## config.mk

```make
export PLATFORM = sky130hd
export DESIGN_NAME = multicycle_sequencer
export DESIGN_NICKNAME = d
export VERILOG_FILES = /design/src/rtl/multicycle_sequencer.sv
export SDC_FILE = /design/constraint.sdc
export NUM_CORES = 1
export LEC_CHECK = 0
export ABC_AREA = 1
export BUFFER_PORTS_ARGS = -buffer_cell sky130_fd_sc_hd__buf_2
export CELL_PAD_IN_SITES_DETAIL_PLACEMENT = 0
export CELL_PAD_IN_SITES_GLOBAL_PLACEMENT = 1
export CORE_MARGIN = 1
export CORE_UTILIZATION = 39
export CTS_CLUSTER_DIAMETER = 100
export DETAILED_ROUTE_END_ITERATION = 7
export PLACE_DENSITY = 0.88
export SETUP_SLACK_MARGIN = 0.5
export SLEW_MARGIN = 25
export SYNTH_ARGS = -nofsm -noshare
export SYNTH_HDL_FRONTEND = slang
export SYNTH_SLANG_ARGS = --single-unit
```

## constraint.sdc

```tcl
create_clock -name clk -period 2 [get_ports clk]
set_input_delay 0.1 -clock clk [delete_from_list [all_inputs] [get_ports clk]]
set_output_delay 0.1 -clock clk [all_outputs]
set_load 0.01 [all_outputs]
```

## src/rtl/multicycle_sequencer.sv

```systemverilog
// Multi-cycle RV32I control sequencer.
// Runs fetch/decode/execute/memory/writeback over one shared memory port,
// counts retired instructions and halts sticky on illegal opcode or memory timeout.
//
//   state  | meaning
//   -------+-----------------------------------------------------------
//   IDLE   | waiting for Run at an instruction boundary
//   FETCH  | instruction read from memory at PC, IR loads on MemReady
//   DECODE | opcode legality check
//   EXEC   | ALU cycle; branches retire here
//   MEM    | data access at ALU result; stores retire here
//   WB     | register-file write, retire
//   HALT   | sticky fault, left only through reset
module multicycle_sequencer #(
    parameter int MEM_TIMEOUT = 16,
    parameter int CNT_W       = 32
) (
    input  logic             clk,
    input  logic             rst,
    input  logic             Run,
    input  logic [6:0]       OpCode,
    input  logic             RUWrDec,
    input  logic             DMWrDec,
    input  logic             MemReady,
    output logic             MemReq,
    output logic             MemWe,
    output logic             MemAddrSrc,
    output logic             IRWr,
    output logic             PCWr,
    output logic             RUWrEn,
    output logic [2:0]       State,
    output logic             Fault,
    output logic [CNT_W-1:0] InstRetired
);

    localparam logic [2:0] S_IDLE   = 3'd0;
    localparam logic [2:0] S_FETCH  = 3'd1;
    localparam logic [2:0] S_DECODE = 3'd2;
    localparam logic [2:0] S_EXEC   = 3'd3;
    localparam logic [2:0] S_MEM    = 3'd4;
    localparam logic [2:0] S_WB     = 3'd5;
    localparam logic [2:0] S_HALT   = 3'd6;

    localparam logic [6:0] OP_ALU   = 7'b0110011;
    localparam logic [6:0] OP_ALUI  = 7'b0010011;
    localparam logic [6:0] OP_LOAD  = 7'b0000011;
    localparam logic [6:0] OP_STORE = 7'b0100011;
    localparam logic [6:0] OP_BR    = 7'b1100011;
    localparam logic [6:0] OP_JAL   = 7'b1101111;
    localparam logic [6:0] OP_JALR  = 7'b1100111;
    localparam logic [6:0] OP_LUI   = 7'b0110111;
    localparam logic [6:0] OP_AUIPC = 7'b0010111;

    // Timer must hold MEM_TIMEOUT itself: it increments once more on the expiring cycle.
    localparam int TW = $clog2(MEM_TIMEOUT + 1);

    logic [2:0]       state_q;
    logic [2:0]       state_d;
    logic [2:0]       next_boundary;
    logic [TW-1:0]    wait_q;
    logic             fault_q;
    logic [CNT_W-1:0] cnt_q;
    logic             legal;
    logic             is_load;
    logic             is_mem_op;
    logic             timed_out;

    assign State       = state_q;
    assign Fault       = fault_q;
    assign InstRetired = cnt_q;

    // Opcode classification from the instruction register bits.
    always_comb begin
        legal = 1'b0;
        case (OpCode)
            OP_ALU, OP_ALUI, OP_LOAD, OP_STORE, OP_BR,
            OP_JAL, OP_JALR, OP_LUI, OP_AUIPC: legal = 1'b1;
            default:                           legal = 1'b0;
        endcase
    end

    assign is_load       = (OpCode == OP_LOAD);
    assign is_mem_op     = is_load || (OpCode == OP_STORE);
    assign next_boundary = Run ? S_FETCH : S_IDLE;
    assign timed_out     = MemReq && !MemReady && (wait_q == TW'(MEM_TIMEOUT - 1));

    // State register.
    always_ff @(posedge clk or posedge rst) begin
        if (rst) begin
            state_q <= S_IDLE;
        end else begin
            state_q <= state_d;
        end
    end

    // Next-state logic; Run only matters where an instruction boundary is reached.
    always_comb begin
        state_d = state_q;
        case (state_q)
            S_IDLE:   if (Run) state_d = S_FETCH;
            S_FETCH: begin
                if (MemReady)       state_d = S_DECODE;
                else if (timed_out) state_d = S_HALT;
            end
            S_DECODE: state_d = legal ? S_EXEC : S_HALT;
            S_EXEC: begin
                if (is_mem_op)    state_d = S_MEM;
                else if (RUWrDec) state_d = S_WB;
                else              state_d = next_boundary;
            end
            S_MEM: begin
                if (MemReady)       state_d = is_load ? S_WB : next_boundary;
                else if (timed_out) state_d = S_HALT;
            end
            S_WB:     state_d = next_boundary;
            S_HALT:   state_d = S_HALT;
            default:  state_d = S_IDLE;
        endcase
    end

    // Output decode; request signals depend on state only so they hold until MemReady.
    always_comb begin
        MemReq     = 1'b0;
        MemWe      = 1'b0;
        MemAddrSrc = 1'b0;
        IRWr       = 1'b0;
        PCWr       = 1'b0;
        RUWrEn     = 1'b0;
        case (state_q)
            S_FETCH: begin
                MemReq = 1'b1;
                IRWr   = MemReady;
            end
            S_EXEC:  PCWr = !is_mem_op && !RUWrDec;
            S_MEM: begin
                MemReq     = 1'b1;
                MemAddrSrc = 1'b1;
                MemWe      = DMWrDec;
                PCWr       = MemReady && !is_load;
            end
            S_WB: begin
                RUWrEn = 1'b1;
                PCWr   = 1'b1;
            end
            default: ;
        endcase
    end

    // Memory wait timer: cleared on entry to a request state, counts unanswered cycles.
    always_ff @(posedge clk or posedge rst) begin
        if (rst) begin
            wait_q <= '0;
        end else if ((state_d == S_FETCH || state_d == S_MEM) && state_d != state_q) begin
            wait_q <= '0;
        end else if (MemReq && !MemReady) begin
            wait_q <= wait_q + 1'b1;
        end
    end

    // Sticky fault, set on any transition into HALT.
    always_ff @(posedge clk or posedge rst) begin
        if (rst) begin
            fault_q <= 1'b0;
        end else if (state_d == S_HALT) begin
            fault_q <= 1'b1;
        end
    end

    // Retired-instruction counter; every PC update is one retirement, wraps naturally.
    always_ff @(posedge clk or posedge rst) begin
        if (rst) begin
            cnt_q <= '0;
        end else if (PCWr) begin
            cnt_q <= cnt_q + 1'b1;
        end
    end

endmodule
```

==> results of run 1 <==
## final timing paths
check / from / to / slack, ns
min in group asynchronous: rst / InstRetired[1] / 0.46
max in group asynchronous: rst / InstRetired[21] / 0.88
max reg2reg: wait_q[1] / wait_q[4] / 0.28
max: wait_q[1] / wait_q[4] / 0.28
min: RUWrDec / State[0] / 0.16
min reg2reg: Fault / Fault / 0.51
## layer usage
layer	vias up	wire length (um)	global-route usage, %
met1	1254	3120	26.8
met2	94	3410	34.8
li1	1310	-	-
met5	-	0	0
met4	0	126	6.32
met3	13	407	3.41
## kinds of logic after synthesis
| kind of cell | synth area share [%] |
|---|---|
| flip-flops | 40.7 |
| XOR/XNOR | 11.1 |
| AND/OR/NAND/NOR | 34.4 |
| buffers and inverters | 8.29 |
| AO/OA/AOI/OAI | 3.97 |
| adder cells (fa/ha/maj) | 1.49 |
## state kept, by name (all words and copies together) (netlist names)
name / count
State: 3
wait_q: 5
InstRetired: 32
Fault: 1
## cell usage in the layout (no fill, tap or decap), types with 2 or more instances in the layout
cell type  Yosys  final
buf_4          1     45
dfrtp_2        0     11
dfrtp_1       41     30
buf_6          0      3
buf_2          2     54
clkbuf_8       0      5
nand3b_1       2      2
nand3_4        0      2
xnor2_1       15     14
nand2_1      104     82
nand2_4        0      4
nor3_4         0      5
inv_2          4      8
nor3_1        15      6
o211ai_1       2      2
inv_1         47     43
nand3_2        2      4
nor2_4         0      7
o21ai_1        0      3
nor2_2         2     10
clkinv_2       0      2
nor3_2         1      5
ha_4           0      2
a21oi_1        3      2
nand4_1       16     16
nand2_2        1     19
o21ai_0        9      6
nand3_1       16     12
nor2_1        34     19
nor4_2         0      2
xor2_1        17     16
## power groups by stage
stage,clock network [mW],registers [mW],logic (mW)
detailed placement,0,1.08,0.966
finish,0.541,1.07,1.45
floorplan,0,1.10,0.631
global placement,0,1.08,0.961
global route,0.598,1.08,1.59
CTS,0.554,1.04,1.18
## what timing repair did
| action | in CTS | in global routing |
|---|---|---|
| hold endpoints to repair | 16 | 0 |
| hold buffers | 1 | 0 |
| buffers inserted | 24 | 18 |
| pin swaps | 13 | 31 |
| resized for setup | 22 | 73 |
| endpoints found under the setup margin | 37 | 45 |
## worst min-delay path, delay by kind of cell
kind            cells  cell delay (ns)
compound gates      1             0.10
buf+inv             1             0.09
simple gates        1             0.13
## area by class of cell
class,count,share of cell area [%]
clock buffers,5,1.86
clock inverters,3,0.473
inverters,51,5.17
multi-input cells,249,43.9
flip-flops and latches,41,28.1
well taps,75,2.53
repair buffers,104,18.0
## through the flow
stage	setup WS (ns)	area, um2
2_1_floorplan	0.354	2550
3_3_place_gp	0.179	2950
3_5_place_dp	0.196	2950
4_1_cts	0.260	3320
5_1_grt	0.165	3700
6_report	0.277	3700
==> results.md, run 1 <==
Clock network:
- The H-tree depth reported by CTS is 2.
- TritonCTS built the clock tree.
- After clock tree synthesis, the clock-pin slew on the worst setup and hold paths is 0.08 ns.
- Counting the buffers created by CTS gives 5.
- No sink is reached through more buffers than the 2 on the longest clock path.
- The source-to-sink clock delay at the later pin of the worst-skew pair is roughly 0.30 ns.
- The root cell of the clock tree is clkbuf_8.
- CTS saw between 40 and 50 sinks.

Detailed routing:
- The detailed router finished its first iteration with 186 violations.
- For this block, the via count after detailed routing is 2671.
- For this block, the routed nets add up to 7.07 mm of wire.
- After detailed routing, the number of remaining DRC violations is 0.
- The number of vias per cell is ~5.1.
- After detailed routing, the average wire length per cell comes to 13.4 um.
- The number of routed nets with antenna violations is 0.
- The length of the first detailed-routing pass in iterations is 4.

Yosys:
- The synthesized netlist net count is 360.
- The async set-reset flop share out of synthesis is 100%.
- Dividing the synthesized area by the synthesized cell count gives 7.33 um2.
- The register bit total from synthesis is between 40 and 50.
- After technology mapping, the gate count stands at between 300 and 400.
- The most numerous cell in the Yosys netlist is nand2_1.
- The sequential-to-total area share from yosys stat is between 40% and 50%.
- In this run the biggest area consumer among cell types represents 40.7% of the synthesized area.
- The warning count from the yosys run is 0.
- Summing every instance area after synthesis gives roughly 2500 um2.
- In the synthesized netlist the dominant register cell turns out to be dfrtp_1.
- The commonest cells after synthesis are nand2_1, inv_1, dfrtp_1, nor2_1, xor2_1.
- The largest area contributor in the netlist is dfrtp_1.
- The count of different cell masters after synthesis is 25.
- In this run, synthesis inferred 0 flip-flops with an integrated enable.
- In the post-synthesis netlist, the biggest area contributors are dfrtp_1, nand2_1, inv_1, xor2_1, xnor2_1.

Power:
- The overall power is ~3.1 mW.
- Internal power comes to roughly 1.8 mW.
- The power density relative to cell area is 826 nW/um2.
- The worst voltage drop across the vdd grid is around 610 uV.
- Per report_power, the combinational group accounts for 47.4% of the total.
- For this design the total switching power over the nets is 1.26 mW.
- The relative contribution of the clock network to total power is 17.7%.
- The leakage power is 1.93 nW.
- Net switching is between 40% and 50% of the power.
- The share of power burned in registers is 34.9%.

Floorplan:
- The die width is 82.4 um.
- The floorplan has 28 rows.
- The core region is 6060 um2.
- The vertical die dimension is 82.4 um.
- The die covers between 6000 and 7000 um2.
- Pin placement for this block handled 55 I/O pins.
- Once the floorplan was initialized, standard cells occupied 41.6% of the core.

GRT:
- The global routing usage summed across all routing layers is 20.6%.
- Entering global routing, the biggest net connects 20 pins.
- The first global-routing pass estimated 10.5 mm of wire.
- The number of global-route vias before repair is 2294.
- The total overflow left after global routing is 0.
- The number of antenna violations at the first check in global routing is 0.

Min path:
- The worst hold path was traced through 3 stages.
- The class of the tightest hold or removal check is in -> reg.

Layout:
- Once layout is complete, the utilization of the core stands at 61.1%.
- For this run, the post-layout net count is 468.
- The area added between synthesis and finish is 46.8%.
- Of the cells placed in the final design, the portion with a size suffix greater than 1 is 43.7%.
- Summing all flip-flop and latch instances after layout gives ~1000 um2.
- The area of the multi-input gates is 1620 um2.
- The repair_antennas step left the layout with diodes totalling 0.
- Fill cells in the final layout number 522.
- The non-filler instance count after layout is 528.

Worst setup path:
- The launching element type of the critical path is a flip-flop.
- At the worst endpoint, the arrival time is roughly 1.9 ns.
- The largest fanout of any net on the critical path is 5.
- The capturing element type of the critical path is a flip-flop.
- The cell family contributing the most delay on the critical path is simple AND/OR/NAND/NOR gates.
- The most numerous cell type found on the critical path is nand2_1.
- The critical path's largest stage delay is 0.36 ns.
- For the worst flop-to-flop path, the logic depth is 12.
- Walking the worst path, the cells encountered are ha_2, and3_4, ha_4, inv_2, o211ai_1, nand3_1, nand3_2, nand2_1, nand2_2, nand3_4, nand2_1, inv_1.
- The critical path in this run is classified as reg -> reg.
- For this design, the slowest cell found on the critical path is dfrtp_1.
- The data required time at the worst endpoint is 2.20 ns.
- The path length in cells of the critical path is 12.
- The number of buffers and inverters on the critical path is 2.

STA:
- The max-slew violation count is 0.
- Setup violations remaining at the end of the flow were counted as 0.
- In this run the tightest slew margin relative to its limit is between 50% and 60%.
- The fraction of the cycle the final worst path needs is 86.1%.
- The highest clock rate is 0.581 GHz.
- For the finished layout, the period the worst path requires is 1.72 ns.
- The hold violation count in the final report is 0.
- Setup repair after global routing could not meet its margin everywhere.
- The maximum clock skew at final layout is between 0.006 and 0.007 ns.
- For the pin with the worst max-slew slack, the measured transition is between 0.7 and 0.8 ns.
- Adding up every negative setup slack in the final design gives 0 ns.
- The worst hold-check slack is 0.160 ns.

Outcome:
- The run finished with clean final reports.

Placement:
- The placed wire-length estimate is 4.92 mm.
- The final estimated routing congestion in global placement is 0.873.
- The number of placed cells counting well taps is about 480.
- Buffers placed on the I/O ports in this run total 54.

Flow run:
- The number of max-cap violations is 0.
No activity file was read; power rests on OpenSTA's default activity.
==> run 2, diff against run 1 <==
==> constraint.sdc (replaced) <==
create_clock -name clk -period 2 [get_ports clk]
set_input_delay 0.1 -clock clk [delete_from_list [all_inputs] [get_ports clk]]
set_output_delay 0.1 -clock clk [all_outputs]
set_load 0.005 [all_outputs]
==> results.md, run 2 (synthesized netlist as in run 1, its figures left out) <==
Outcome:
- The flow ran to the end, and the final reports show no timing, DRC or antenna violations.

Power:
- Overall power consumption after layout is estimated at 3.39 mW.
- The power density relative to cell area is 878 nW/um2.
- VDD sags by at most 685 uV.
- The leakage power is 2.01 nW.

Floorplan:
- The vertical die dimension is approximately 82 um.
- Once the floorplan was initialized, standard cells occupied 41.6% of the core.
- In this run the core area contains 28 standard-cell rows.
- The die width is approximately 80 um.
- The number of top-level design ports is 55.
- The core footprint is 6060 um2.
- The die covers about 6800 um2.

STA:
- The number of failing setup endpoints in the final timing report is 0.
- Between clock sinks in the finished design, the worst skew comes to roughly 0.011 ns.
- The hold violation count in the final report is 0.
- The fraction of the cycle the final worst path needs is slightly below 90%.
- The max-slew violation count is 0.
- Setup repair after global routing could not meet its margin everywhere.
- The summed negative setup slack over all endpoints is 0 ns.
- The worst slew slack as a fraction of its limit is 65.2%.
- Setup slack closes at about 0.21 ns.
- The highest clock rate is 0.560 GHz.
- The shortest clock period the worst path allows after layout is 1.79 ns.
- The transition time at the pin with the least slew margin is 0.522 ns.

Worst setup path:
- The setup path with the least slack is of type reg -> reg.
- The setup slack on the worst flop-to-flop path is approximately 0.21 ns.
- In this run the critical register-to-register path is launched from wait_q[1].
- The arrival time of the worst setup path is 1.97 ns.
- The capturing element type of the critical path is a flip-flop.
- Traced cell by cell, the critical path runs through ha_2, and3_4, ha_4, inv_2, nand4_1, nand2_1, nand3b_1, nor2_2, nand2_2, nand3_4, nand2_1, inv_1.
- STA classifies the critical path startpoint as a flip-flop.
- The largest fanout of any net on the critical path is 5.
- The cell family contributing the most delay on the critical path is simple AND/OR/NAND/NOR gates.
- In this run the worst setup path begins at wait_q[1].
- The combined buffer and inverter count along the critical path is 2.
- STA puts the critical path data required time at 2.19 ns.
- Among the stages of the critical path, the cell type that occurs most often is nand2_1.
- On the critical path, the stage with the largest delay is an instance of dfrtp_1.
- In this design, the stage delay of the slowest critical-path cell is 0.40 ns.

GRT:
- The first-pass GRT wire length is 11.0 mm.
- The maximum number of pins on one net before global-route repair is 42.
- The global routing usage summed across all routing layers is 21.6%.
- The number of global-route vias before repair is 2467.
- The remaining global-route overflow is 0.
- The number of antenna violations at the first check in global routing came to 0.

Clock network:
- In this run, CTS created clock tree buffers numbering 5.
- CTS built an H-tree with a depth of 2.
- Clock-pin slew was measured on the worst setup and hold paths at approximately 0.090 ns.
- The tree is rooted in a clkbuf_8.
- The number of buffers on the longest clock path is 2.
- The CTS tree is done.
- The clock net in this run drives a total of 41 sinks.
- The source-to-sink clock delay at the later pin of the worst-skew pair is 0.30 ns.

Layout:
- The top cell types in the final layout, fill and taps aside, are nand2_1, buf_2, buf_4.
- Cells with a size suffix above 1 make up 46.7% of the layout.
- Leaving out fill and tap cells, the most frequent cell in the layout is nand2_1.
- The total number of nets in the final design is 471.
- The number of flip-flops under the largest register name is 32.
- The area added between synthesis and finish is 53.0%.
- The antenna diode count is 0.

Min path:
- The class of the tightest hold or removal check is in -> reg.
- The startpoint identified for the worst hold timing path is RUWrDec.

Placement:
- The congestion estimate from routability-driven global placement came to approximately 0.85.
- The placed wire-length estimate is 4.68 mm.
- OpenSTA, run right after detailed placement, puts the worst setup slack at 0.188 ns.
- Buffers placed on the I/O ports in this run total 54.

Detailed routing:
- The number of routed nets with antenna violations is 0.
- In the routed design, unresolved DRC markers number 0.
- The total vias in the final route is 2676.
- The average wire per standard cell is 14.0 um.
- Using the TritonRoute via totals, the vias-per-cell ratio works out to 5.04.
- In this run, the number of DRC markers left after iteration 0 of detailed routing was 153.
- The wire length after detailed routing is 7.44 mm.
- For this run, the detailed router's first-pass iteration total came to 4.

Flow run:
- The tool flagged a number of max-cap violations equal to 0.
[run 2: layout make-up]
cell class / count / area, um2
Clock buffer: 5 / 68.8
Inverter: 51 / 194
Fill cell: 506 / 2200
Clock inverter: 3 / 65.1
Tap cell: 75 / 93.8
Multi-Input combinational cell: 249 / 1670
Timing Repair Buffer: 107 / 729
Sequential cell: 41 / 1030
[run 2: stage by stage]
stage | hold WS [ns] | utilization, % | instance area (um2) | std cells
after CTS | 0.161 | 58.4 | 3540 | 516
after global routing | 0.176 | 63.6 | 3860 | 531
final | 0.155 | 63.6 | 3860 | 531
after global placement | 0.249 | 48.3 | 2930 | 475
after floorplan | 0.271 | - | 2540 | 344
after detailed placement | 0.263 | 48.3 | 2930 | 475
[run 2: power breakdown]
| part | internal [mW] | switching, mW | total, mW |
|---|---|---|---|
| sequential | 0.934 | 0.114 | 1.05 |
| clock | 0.496 | 0.302 | 0.799 |
| combinational | 0.703 | 0.837 | 1.54 |
[run 2: metal layers]
layer	up-vias	share of wire, %	track usage (%)	wire length (um)
li1	1315	-	-	-
met1	1257	41	27.1	3040
met2	84	50	36.7	3750
met3	20	5.9	4.07	439
met4	0	2.8	8.25	209
met5	-	0	0	0
[run 2: what timing repair did]
item	CTS	global route
resized for setup	52	66
endpoints found under the setup margin	37	41
pin swaps	23	38
setup buffers	32	15
endpoints found under the hold margin	41	0
hold buffers	1	0
[run 2: worst reg2reg max path, cell delays in order (launching register included)]
cell,delay [ns]
dfrtp_1,0.40
ha_2,0.19
and3_4,0.18
ha_4,0.15
inv_2,0.05
nand4_1,0.10
nand2_1,0.12
nand3b_1,0.13
nor2_2,0.06
nand2_2,0.08
nand3_4,0.09
nand2_1,0.08
inv_1,0.04
[run 2: final timing paths]
kind	endpoint	depth (start not counted)
min in group asynchronous	InstRetired[0]	4
min	State[0]	3
max reg2reg	wait_q[3]	12
max in group asynchronous	InstRetired[18]	4
min reg2reg	Fault	1
max	wait_q[3]	12
==> run 3, diff against run 2 <==
--- a/config.mk
+++ b/config.mk
@@ -11,10 +11,11 @@
 export CELL_PAD_IN_SITES_GLOBAL_PLACEMENT = 1
 export CORE_MARGIN = 1
 export CORE_UTILIZATION = 39
+export CTS_BUF_LIST = sky130_fd_sc_hd__clkbuf_16
 export CTS_CLUSTER_DIAMETER = 100
 export DETAILED_ROUTE_END_ITERATION = 7
 export PLACE_DENSITY = 0.88
-export SETUP_SLACK_MARGIN = 0.5
+export SETUP_SLACK_MARGIN = 0.15
 export SLEW_MARGIN = 25
 export SYNTH_ARGS = -nofsm -noshare
 export SYNTH_HDL_FRONTEND = slang
==> results.md, run 3 (synthesized netlist as in run 1, its figures left out) <==
Detailed routing:
- Using the TritonRoute via totals, the vias-per-cell ratio works out to 4.91.
- The detailed router put a total of 3.06 mm of wire on met1.
- In this run, the number of DRC markers left after iteration 0 of detailed routing was 113.
- For this run, design rule violations remaining after detail routing come to 0.
- The first detailed-routing pass took 4 iterations.
- Routed signal wires occupy layers up through met4.
- The count of nets left with antenna violations once routing finished came out at 0.
- The total vias in the final route is 2424.
- In the detailed route, the total length drawn on met3 is 316 um.
- The average wire per standard cell is 12.7 um.
- Summed over all layers, the routed wires come to 6.26 mm.
- The total met2 wirelength after detailed routing is 2.80 mm.

STA:
- The max-slew violation count was 0.
- The fraction of the cycle the final worst path needs is 88.6%.
- The hold violation count in the final report came to 0.
- The worst slew slack as a fraction of its limit is 64.7%.
- Setup repair after global routing left no endpoint under its margin.
- The worst path needs 1.77 ns of the cycle, external delays included.
- The summed negative setup slack over all endpoints is 0 ns.
- At the pin with the least slew margin, the transition time is ~0.53 ns.
- The number of failing setup endpoints in the final timing report is 0.
- Derived from the worst setup path, the maximum achievable clock frequency is 0.564 GHz.
- Across the routed clock network, the largest skew measured is 0.00858 ns.

Layout:
- The layout cell share with drive strength beyond 1 is 25.5%.
- In the final layout, the multi-input gates occupy around 1400 um2.
- The register with the most flip-flops in the layout has 32 of them.
- Counting the fill cells in the layout gives 574.
- The total number of nets in the final design is 434.
- 0 antenna diodes ended up in the layout.
- In the final layout, flip-flops and latches occupy 1030 um2.
- In the layout the commonest cells are nand2_1, buf_2, inv_1.
- From synthesis to final layout, the design area changed by 28.8%.
- The most common library cell in the layout ignoring fill and taps is nand2_1.
- For this run, the share of the core covered by cells in the final layout is 53.6%.

Outcome:
- The flow ran to the end, and the final reports show no timing, DRC or antenna violations.

Worst setup path:
- The signal on the critical path passes through ha_2, and3_4, ha_4, inv_2, nand4_1, nand2_1, nand3b_1, nor2_2, nand2_2, nand3_4, nand2_2, inv_1.
- Of all nets on the critical path, the largest fanout is 5.
- The library cell contributing the largest single delay on the critical path is dfrtp_1.
- The most repeated library cell on the critical path is nand2_2.
- In this design, the stage delay of the slowest critical-path cell is 0.40 ns.
- The arrival time of the worst setup path is between 1.5 and 2 ns.
- The worst setup path is captured at a flip-flop.
- The data required time at the worst endpoint is 2.18 ns.
- The launching element type of the critical path is a flip-flop.
- The setup path with the least slack is of type reg -> reg.
- The reg-to-reg critical path startpoint is wait_q[1].
- The start point of the critical path is wait_q[1].

Floorplan:
- 55 I/O pins were placed.
- The vertical die dimension is 82.4 um.
- The floorplan step defined a core boundary enclosing about 6000 um2.
- The initial utilization of the core area, before any placement, comes to 41.6%.
- Measured along the x axis, the die boundary spans 82.4 um.
- The floorplan step defined a die boundary enclosing a little under 7000 um2.
- The number of placement rows is 28.

Min path:
- The startpoint identified for the worst hold timing path is RUWrDec.
- The min-delay analysis places its worst path in the category in -> reg.

Power:
- The worst voltage drop across the vdd grid is 623 uV.
- The overall power is 3.10 mW.
- The power density relative to cell area is 956 nW/um2.
- Summed over all cells, the static leakage comes to 1.74 nW.

Placement:
- The final estimated routing congestion in global placement is between 0.8 and 0.9.
- The number of buffers added on ports is 54.
- The placed wire-length estimate is 4.65 mm.

GRT:
- The global routing usage summed across all routing layers is 19.8%.
- The number of antenna violations at the first check in global routing is 0.
- The first-pass GRT wire length is 10.2 mm.
- The remaining global-route overflow is 0.
- Entering global routing, the biggest net connects 42 pins.
- The number of global-route vias before repair is between 2000 and 2500.

Clock network:
- The number of buffers on the longest clock path is 2.
- Clock tree synthesis selected as its root buffer the cell clkbuf_16.
- The number of sinks on the clock net is 41.
- The register clock-pin slew on the reported worst setup and hold paths is 0.06 ns.
- The source-to-sink clock delay at the later pin of the worst-skew pair is 0.29 ns.
- CTS built an H-tree with a depth of 2.
- The CTS tree is done.
- Buffers inserted during clock tree synthesis total 5.

Flow run:
- The tool flagged a number of max-cap violations equal to 0.
## run 3: cell types whose count changed in the layout (fill, tap and decap cells not counted), moves of 7 or more
cell     before  now
buf_4        43   15
inv_1        40   47
nand2_1      70   98
nand2_2      31    7
nor2_1       17   33
nor2_2       12    3
nor2_4        7    0
nor3_1        8   15
## run 3: final cells by class
class                   instances  share of cell area (%)
clock buffers                   5                    3.85
inverters                      51                    5.90
clock inverters                 3                    1.16
well taps                      75                    2.89
multi-input cells             249                    42.3
flip-flops and latches         41                    31.8
repair buffers                 70                    12.1
## run 3: metal layers
metal | GRT usage (%) | vias up
met5 | 0 | -
met4 | 5.44 | 0
met3 | 3.74 | 8
met2 | 32.4 | 62
met1 | 26.6 | 1113
li1 | - | 1241
## run 3: timing repair
item,CTS,global route
setup buffers,0,9
setup endpoints to repair,1,10
pin swaps,0,8
hold endpoints to repair,41,0
gates resized for setup,1,24
hold buffers,1,0
## run 3: final timing paths
kind                       slack (ns)  cells after the start         endpoint
min reg2reg                      0.47                      1            Fault
max in group asynchronous        1.11                      4   InstRetired[3]
max                              0.23                     12        wait_q[0]
max reg2reg                      0.23                     12        wait_q[0]
min                              0.20                      3         State[0]
min in group asynchronous        0.49                      4  InstRetired[18]
## run 3: worst max-delay path: cells and delay by family (launching register included)
family / cells / cell delay [ns]
DFF: 1 / 0.40
buffers and inverters: 2 / 0.08
and+or+nand+nor: 8 / 0.83
adders and majority gates: 2 / 0.35
## run 3: per-stage QoR
stage	setup slack (ns)	area, um2	hold slack (ns)	instances
2_1_floorplan	0.347	2520	0.271	344
3_3_place_gp	0.136	2910	0.264	476
3_5_place_dp	0.174	2910	0.266	476
4_1_cts	0.155	3090	0.182	485
5_1_grt	0.141	3250	0.216	494
6_report	0.228	3250	0.198	494
## run 3: power by group
part	total (mW)	leakage (nW)	internal [mW]	switching [mW]
Sequential	1.08	0.528	0.944	0.137
Clock	0.908	0.0826	0.580	0.327
Combinational	1.11	1.12	0.461	0.653
